[config.mk]
export PLATFORM = sky130hd
export DESIGN_NAME = code_nco_ctrl
export DESIGN_NICKNAME = d
export VERILOG_FILES = /design/src/rtl/code_nco_ctrl.sv
export SDC_FILE = /design/constraint.sdc
export NUM_CORES = 1
export LEC_CHECK = 0
export BUFFER_PORTS_ARGS = -buffer_cell sky130_fd_sc_hd__buf_2
export CAP_MARGIN = 5
export CORE_MARGIN = 2
export CORE_UTILIZATION = 50
export CTS_BUF_LIST = sky130_fd_sc_hd__clkbuf_16
export CTS_CLUSTER_DIAMETER = 40
export DETAILED_ROUTE_END_ITERATION = 7
export PLACE_DENSITY = 0.81
export SLEW_MARGIN = 0
export SYNTH_ARGS = -nofsm -noshare
export SYNTH_HDL_FRONTEND = slang
export SYNTH_SLANG_ARGS = --single-unit
[constraint.sdc]
create_clock -name clk -period 4.9 [get_ports clk]
set_clock_uncertainty 0.05 [all_clocks]
set_input_delay 1.47 -clock clk [delete_from_list [all_inputs] [get_ports clk]]
set_output_delay 1.47 -clock clk [all_outputs]
set_load 0.005 [all_outputs]
[src/rtl/code_nco_ctrl.sv]
// Code NCO control: chip-rate word shadowing, half-chip gating,
// epoch tracking and epoch-aligned code phase slewing.
module code_nco_ctrl #(
  parameter logic [27:0] FREQ_RST     = 28'h1A30552,
  parameter int          HC_PER_EPOCH = 2046
) (
  input  logic        clk,
  input  logic        rst,
  input  logic        wr_freq,
  input  logic [27:0] freq_data,
  input  logic        wr_slew,
  input  logic [10:0] slew_data,
  input  logic        hc_enable_in,
  output logic [27:0] f_control,
  output logic        hc_gated,
  output logic [10:0] hc_count,
  output logic        epoch,
  output logic        slew_busy,
  output logic        slew_done
);

  localparam logic [10:0] HC_LAST = 11'(HC_PER_EPOCH - 1);

  typedef enum logic [1:0] {
    IDLE,
    PENDING,
    SLEWING
  } state_t;

  state_t      state_q;
  logic        hc_gated_q;
  logic [10:0] hc_cnt_q;
  logic [10:0] hc_cnt_d;
  logic        epoch_q;
  logic        epoch_d;
  logic        done_q;
  logic [10:0] pend_q;
  logic [10:0] slew_q;
  logic [27:0] shadow_q;
  logic [27:0] fctl_q;
  logic        slew_ok;

  assign slew_ok = wr_slew && (slew_data != 11'd0);

  // Phase counter advances on each passed half-chip, wrapping at epoch end.
  always_comb begin
    epoch_d  = hc_gated_q && (hc_cnt_q == HC_LAST);
    hc_cnt_d = hc_cnt_q;
    if (hc_gated_q)
      hc_cnt_d = epoch_d ? 11'd0 : hc_cnt_q + 11'd1;
  end

  // Gated half-chip, phase counter and epoch pulse registers.
  always_ff @(posedge clk) begin
    if (rst) begin
      hc_gated_q <= 1'b0;
      hc_cnt_q   <= '0;
      epoch_q    <= 1'b0;
    end else begin
      hc_gated_q <= hc_enable_in && (state_q != SLEWING);
      hc_cnt_q   <= hc_cnt_d;
      epoch_q    <= epoch_d;
    end
  end

  // Frequency word is staged in a shadow and applied just after epoch.
  always_ff @(posedge clk) begin
    if (rst) begin
      shadow_q <= FREQ_RST;
      fctl_q   <= FREQ_RST;
    end else begin
      if (wr_freq)
        shadow_q <= freq_data;
      if (epoch_q)
        fctl_q <= wr_freq ? freq_data : shadow_q;
    end
  end

  // Slew FSM: arm on write, start at epoch, swallow N half-chips.
  always_ff @(posedge clk) begin
    if (rst) begin
      state_q <= IDLE;
      pend_q  <= '0;
      slew_q  <= '0;
      done_q  <= 1'b0;
    end else begin
      done_q <= 1'b0;
      unique case (state_q)
        IDLE: begin
          if (slew_ok) begin
            pend_q  <= slew_data;
            state_q <= PENDING;
          end
        end
        PENDING: begin
          if (epoch_q) begin
            slew_q  <= slew_ok ? slew_data : pend_q;
            state_q <= SLEWING;
          end else if (slew_ok) begin
            pend_q <= slew_data;
          end
        end
        SLEWING: begin
          if (hc_enable_in) begin
            slew_q <= slew_q - 11'd1;
            if (slew_q == 11'd1) begin
              state_q <= IDLE;
              done_q  <= 1'b1;
            end
          end
        end
        default: state_q <= IDLE;
      endcase
    end
  end

  assign f_control = fctl_q;
  assign hc_gated  = hc_gated_q;
  assign hc_count  = hc_cnt_q;
  assign epoch     = epoch_q;
  assign slew_busy = (state_q != IDLE);
  assign slew_done = done_q;

endmodule

Word-level counts from Yosys, hierarchy flattened
Cells that the tools add are included.
{"block": "totals", "reg_bits": 94, "elab_cells": 49}
{"block": "op_classes", "n_addsub": 2, "bitwise_logic": 2, "mux": 14, "reduce_logical": 12, "eq_ne": 10}
{"op": "2-to-1 mux 11 bit", "count": 5}
{"op": "one-hot mux 11 bit (2 select lines)", "count": 2}
{"op": "2-to-1 mux 28 bit", "count": 1}
{"op": "!= test 2 bit (second input constant)", "count": 6}
{"op": "adder 11 x 1 -> 11 bit (second input constant)", "count": 1}
{"op": "equality test 11 x 1 -> 1 bit (second input constant)", "count": 1}
{"op": "equality test 11 bit (second input constant)", "count": 1}
{"op": "nonzero test 11 bit", "count": 1}
{"op": "subtractor 11 x 1 -> 11 bit (second input constant)", "count": 1}
{"op": "2-to-1 mux 2 bit", "count": 4}
{"op": "one-hot mux 2 bit (3 select lines)", "count": 1}
{"op": "nonzero test 2 bit", "count": 3}
{"op": "AND reduction 4 bit", "count": 1}
{"op": "logical AND 1 bit", "count": 3}
{"op": "AND reduction 3 bit", "count": 1}
{"op": "OR reduction 3 bit", "count": 1}
{"op": "equality test 2 x 1 -> 1 bit (second input constant)", "count": 1}
{"op": "equality test 2 bit (second input constant)", "count": 1}
{"op": "logical NOT 2 bit", "count": 1}
{"op": "NOT 1 bit", "count": 2}
{"op": "AND reduction 2 bit", "count": 1}
{"op": "2-to-1 mux 1 bit", "count": 1}

Depth between registers and ports, before layout
{"block": "logic_depth", "ltp_word": 5, "mapped_depth": 6, "ltp_nobuf": 6}

Worst setup path before layout
Ideal clock, no wire load.
{"block": "synth_timing", "path_kind": "input-to-reg", "from": "input slew_data[4]", "to": "register slew_q[10]", "t_arrival_ns": 2.826, "cell_stages": 4, "path_slack_ns": 1.921, "n_path_buf": 0, "path_cell_list": "or4_1 -> o31ai_4 -> a221oi_2 -> a2111oi_2"}
{"block": "synth_between", "elab_chain_cells": 5}
{"item": "start: declaration", "line_no": "12", "text": "input logic [10:0] slew_data,"}
{"item": "nonzero test 11 bit", "line_no": "43", "text": "assign slew_ok = wr_slew && (slew_data != 11'd0);"}
{"item": "logical AND 1 bit", "line_no": "43"}
{"item": "2-to-1 mux 11 bit"}
{"item": "2-to-1 mux 11 bit", "line_no": "96", "text": "if (epoch_q) begin"}
{"item": "one-hot mux 11 bit (2 select lines)", "line_no": "88", "text": "unique case (state_q)"}
{"item": "end signal: assignment", "line_no": "97", "text": "slew_q <= slew_ok ? slew_data : pend_q;"}
{"item": "end signal: assignment", "line_no": "105", "text": "slew_q <= slew_q - 11'd1;"}
{"item": "end: declaration", "line_no": "38", "text": "logic [10:0] slew_q;"}
No other way between the ends. The select of a mux whose other input is x is not followed.
A chain may end at the register's enable or synchronous reset.

Worst setup path in the final report
{"block": "layout_timing", "from": "input slew_data[4]", "to": "register slew_q[7]"}
The elaborated chain is that of the path after synthesis.

==> impl_summary.log <==
INFO  metric grt_pass1_vias = approximately 3200
INFO  metric fin_util = 0.607
INFO  metric route.detailed.vias_per_inst = ~5.5
INFO  metric numPlacedInstances = roughly 600
INFO  metric drt_wl_total = ~8800 µm
INFO  metric post_cts_resized = 0
INFO  metric cts.root.buffer_cell = sky130_fd_sc_hd__clkbuf_16
INFO  metric floorplan.initialDensity = 0.509
INFO  metric r2r_end = slew_q[10]
INFO  metric cts_tree = built
INFO  metric slew_headroom = 0.449
INFO  metric postSynthNetCount = between 400 and 500
INFO  metric timing.reg2reg.worst_path_depth = 6
INFO  metric clock_sinks = 94
INFO  metric finalWeightedCongestion = just under 0.9
INFO  metric dpl.hpwl = between 6000 and 7000 µm
INFO  metric synthToLayoutAreaGrowth = 19.2%
INFO  metric antenna_cells_inserted = 0
INFO  metric power = 1.54 mW
INFO  metric full_die_area = ~8500 µm²
INFO  metric stdcell_count = around 610
INFO  metric seq_power_share = 0.516
INFO  metric synthesis.area = 3870 µm²
INFO  metric synth_cells = approximately 430
INFO  metric timing_worst_setup_path_type = in2reg
INFO  metric leakage = around 1.9 nW
INFO  metric r2r_slack = 2.83 ns
INFO  metric preCtsSetupSlack = about 1.5 ns
INFO  metric p_comb_frac = 0.061
INFO  metric grt_max_degree = 64
INFO  metric final_area = around 4600 µm²
INFO  metric ys_top_cells_by_area = sky130_fd_sc_hd__dfxtp_1 49%, sky130_fd_sc_hd__mux2i_1 9.0%, sky130_fd_sc_hd__nor2_1 6.2%, sky130_fd_sc_hd__nand2_1 4.7%, sky130_fd_sc_hd__o21ai_0 3.7%
INFO  metric irDropWorstVdd = ~0.21 mV
INFO  metric path_buf_inv = 1
INFO  metric worst_hold_slack = ~0.42 ns
INFO  metric min_delay_path_class = reg2reg
INFO  metric synth_enable_flop_cells = 0
INFO  metric timing.final.max_slew_violations = 0
INFO  metric setup_viol = 0
INFO  metric finish.net_count = 552
INFO  metric hold_path_end = shadow_q[4]
INFO  metric run_status = finished clean
INFO  metric drt_pass1_iterations = 5
INFO  metric grt_setup_unrepaired = no
INFO  metric slack_of_the_critical_path = approximately 1.8 ns
INFO  metric most_used_flip_flop_cell_after_synthesis = sky130_fd_sc_hd__dfxtp_1
INFO  metric worst_hold_path.num_cells = 2
INFO  metric mostFrequentLayoutCell = sky130_fd_sc_hd__dfxtp_1
INFO  metric synth_top_area_frac = 0.486
INFO  metric worstPathCellList = buf_2, or4_1, nor3_2, nand3_1, a31oi_1
INFO  metric worstReg2RegStart = slew_q[0]
INFO  metric gr-usage-all-layers = 0.213
INFO  metric ant_nets = 0
INFO  metric die_y = roughly 90 µm
INFO  metric grt_remaining_overflow = 0
INFO  metric layout_min_cycle_time = 3.08 ns
INFO  metric fmax = 0.325 GHz
INFO  metric power_switching_share = 0.236
INFO  metric io_pins = 87
INFO  metric yosys_register_bits = 94
INFO  metric post_synth_num_cell_types = 51
INFO  metric synthArstFlopShare = 0
INFO  metric post_synthesis_cell_type_with_the_largest_combined_area = sky130_fd_sc_hd__dfxtp_1
INFO  metric layout.cells.most_common_list = 93 x sky130_fd_sc_hd__dfxtp_1, 86 x sky130_fd_sc_hd__buf_2, 64 x sky130_fd_sc_hd__nor2_1
INFO  metric clkLatencyLatePin = 0.33 ns
INFO  metric min-delay-start = shadow_q[4]
INFO  metric floorplan.core_area = approximately 7600 µm²
INFO  metric clock_power_share = 0.422
INFO  metric post_dp_cell_area = about 4300 µm²
INFO  metric cts.repair_timing.setup_buffer_count = 0
INFO  metric detailroute.via_count = 3379
INFO  metric crit_path_max_incr_delay = between 0.6 and 0.7 ns
INFO  metric timing.setup.tns = 0 ns
INFO  metric wl_per_cell = between 10 and 15 µm
INFO  metric timing.critical_path.max_delay_family = simple AND/OR/NAND/NOR gates
INFO  metric die_x = 92.0 µm
INFO  metric detail_route.drc_violations = 0
INFO  metric avgSynthCellArea = around 9 µm²
INFO  metric synth_warnings = 0
INFO  metric final_layout_size_suffix_gt1_frac = 0.222
INFO  metric floorplan.rows = 32
INFO  metric grt_first_pass_wirelength = 14800 µm
INFO  metric maxCapViolations = 0
INFO  metric clk_pin_slew_worst_paths = 0.07 ns
INFO  metric max-clock-path-buffers = 2
INFO  metric cell_internal_pwr = roughly 1.2 mW
INFO  metric endpoint_kind = flip-flop
INFO  metric worst_path_max_delay_cell = sky130_fd_sc_hd__nor3_2
INFO  metric antenna_found_initial = 0
INFO  metric power_density = between 300 and 400 nW/µm²
INFO  metric worstMarginPinSlew = ~0.8 ns
INFO  metric sequential_cell_area_fraction_in_the_yosys_report = 0.486
INFO  metric worst_ep_arrival_time = 3.27 ns
INFO  metric hold_buffers = 0
INFO  metric drt-initial-drc-count = 196
INFO  metric critical_path_startpoint_category = primary input
INFO  metric critical_path_peak_fanout = 15
INFO  metric port_buffer_count = 86
INFO  metric cts_buffers = 9
INFO  metric final.period_utilization = 0.628
INFO  metric power_switching = approximately 0.36 mW
INFO  metric cp_data_required_time = around 5.1 ns
INFO  metric finalHoldViolations = 0
INFO  metric htree_num_levels = 3
[worst max path at each step]
stage / from / endpoint / cells after the start
floorplan: slew_data[4] / slew_q[10] / 4
global placement: slew_data[4] / slew_q[6] / 5
detailed placement: slew_data[4] / slew_q[7] / 5
CTS: slew_data[4] / slew_q[7] / 5
global route: slew_data[4] / slew_q[7] / 5
finish: slew_data[4] / slew_q[7] / 5
[final cells by class]
cell class / instances / area, µm²
clock inverters: 7 / 56.3
well taps: 102 / 128
flip-flops and latches: 94 / 1880
clock buffers: 9 / 225
fillers: 685 / 2990
repair buffers: 88 / 445
inverters: 4 / 15.0
multi-input cells: 307 / 1860
[per-layer routing]
layer | vias up | routed length (µm) | track usage
met5 | - | 0 | 0
met4 | 0 | 169 | 0.0771
met3 | 17 | 568 | 0.0485
met2 | 119 | 4160 | 0.353
met1 | 1558 | 3890 | 0.272
li1 | 1685 | - | -
[sequential cells by signal (all words and copies together), names as in the netlist]
name and flops:
slew_done 1, state_q 2, hc_count 11, f_control 28
shadow_q 28, slew_q 11, epoch 1, hc_gated 1
pend_q 11
[power by group through the flow]
stage | Combinational [mW] | Sequential (mW) | Clock (mW)
2_1_floorplan | 0.0622 | 0.808 | 0
3_3_place_gp | 0.0908 | 0.811 | 0
3_5_place_dp | 0.0939 | 0.812 | 0
4_1_cts | 0.0944 | 0.795 | 0.663
5_1_grt | 0.105 | 0.796 | 0.696
6_report | 0.0941 | 0.795 | 0.650
[worst min-delay path: stages, from the launching register on]
cell and delay (ns):
sky130_fd_sc_hd__dfxtp_1 0.31, sky130_fd_sc_hd__mux2i_1 0.07, sky130_fd_sc_hd__nand2_1 0.06
[cell usage after synthesis, drive strengths merged, types with 4 or more instances]
cell type,instances
mux2i,35
buf,6
dfxtp,94
a31oi,7
o22ai,4
nand4,8
ha,4
xor2,6
nor2,64
a211oi,18
clkbuf,20
nand3,10
a21oi,19
nor3,8
o21ai,30
nand2,49
[cells by family after synthesis]
family                   share of synthesized area
AO/OA/AOI/OAI                                0.158
XOR/XNOR                                    0.0181
adder cells (fa/ha/maj)                     0.0129
buffers and inverters                       0.0326
flip-flops                                   0.486
multiplexers                                0.0934
AND/OR/NAND/NOR                              0.199
(Power assumes the default switching activity.)
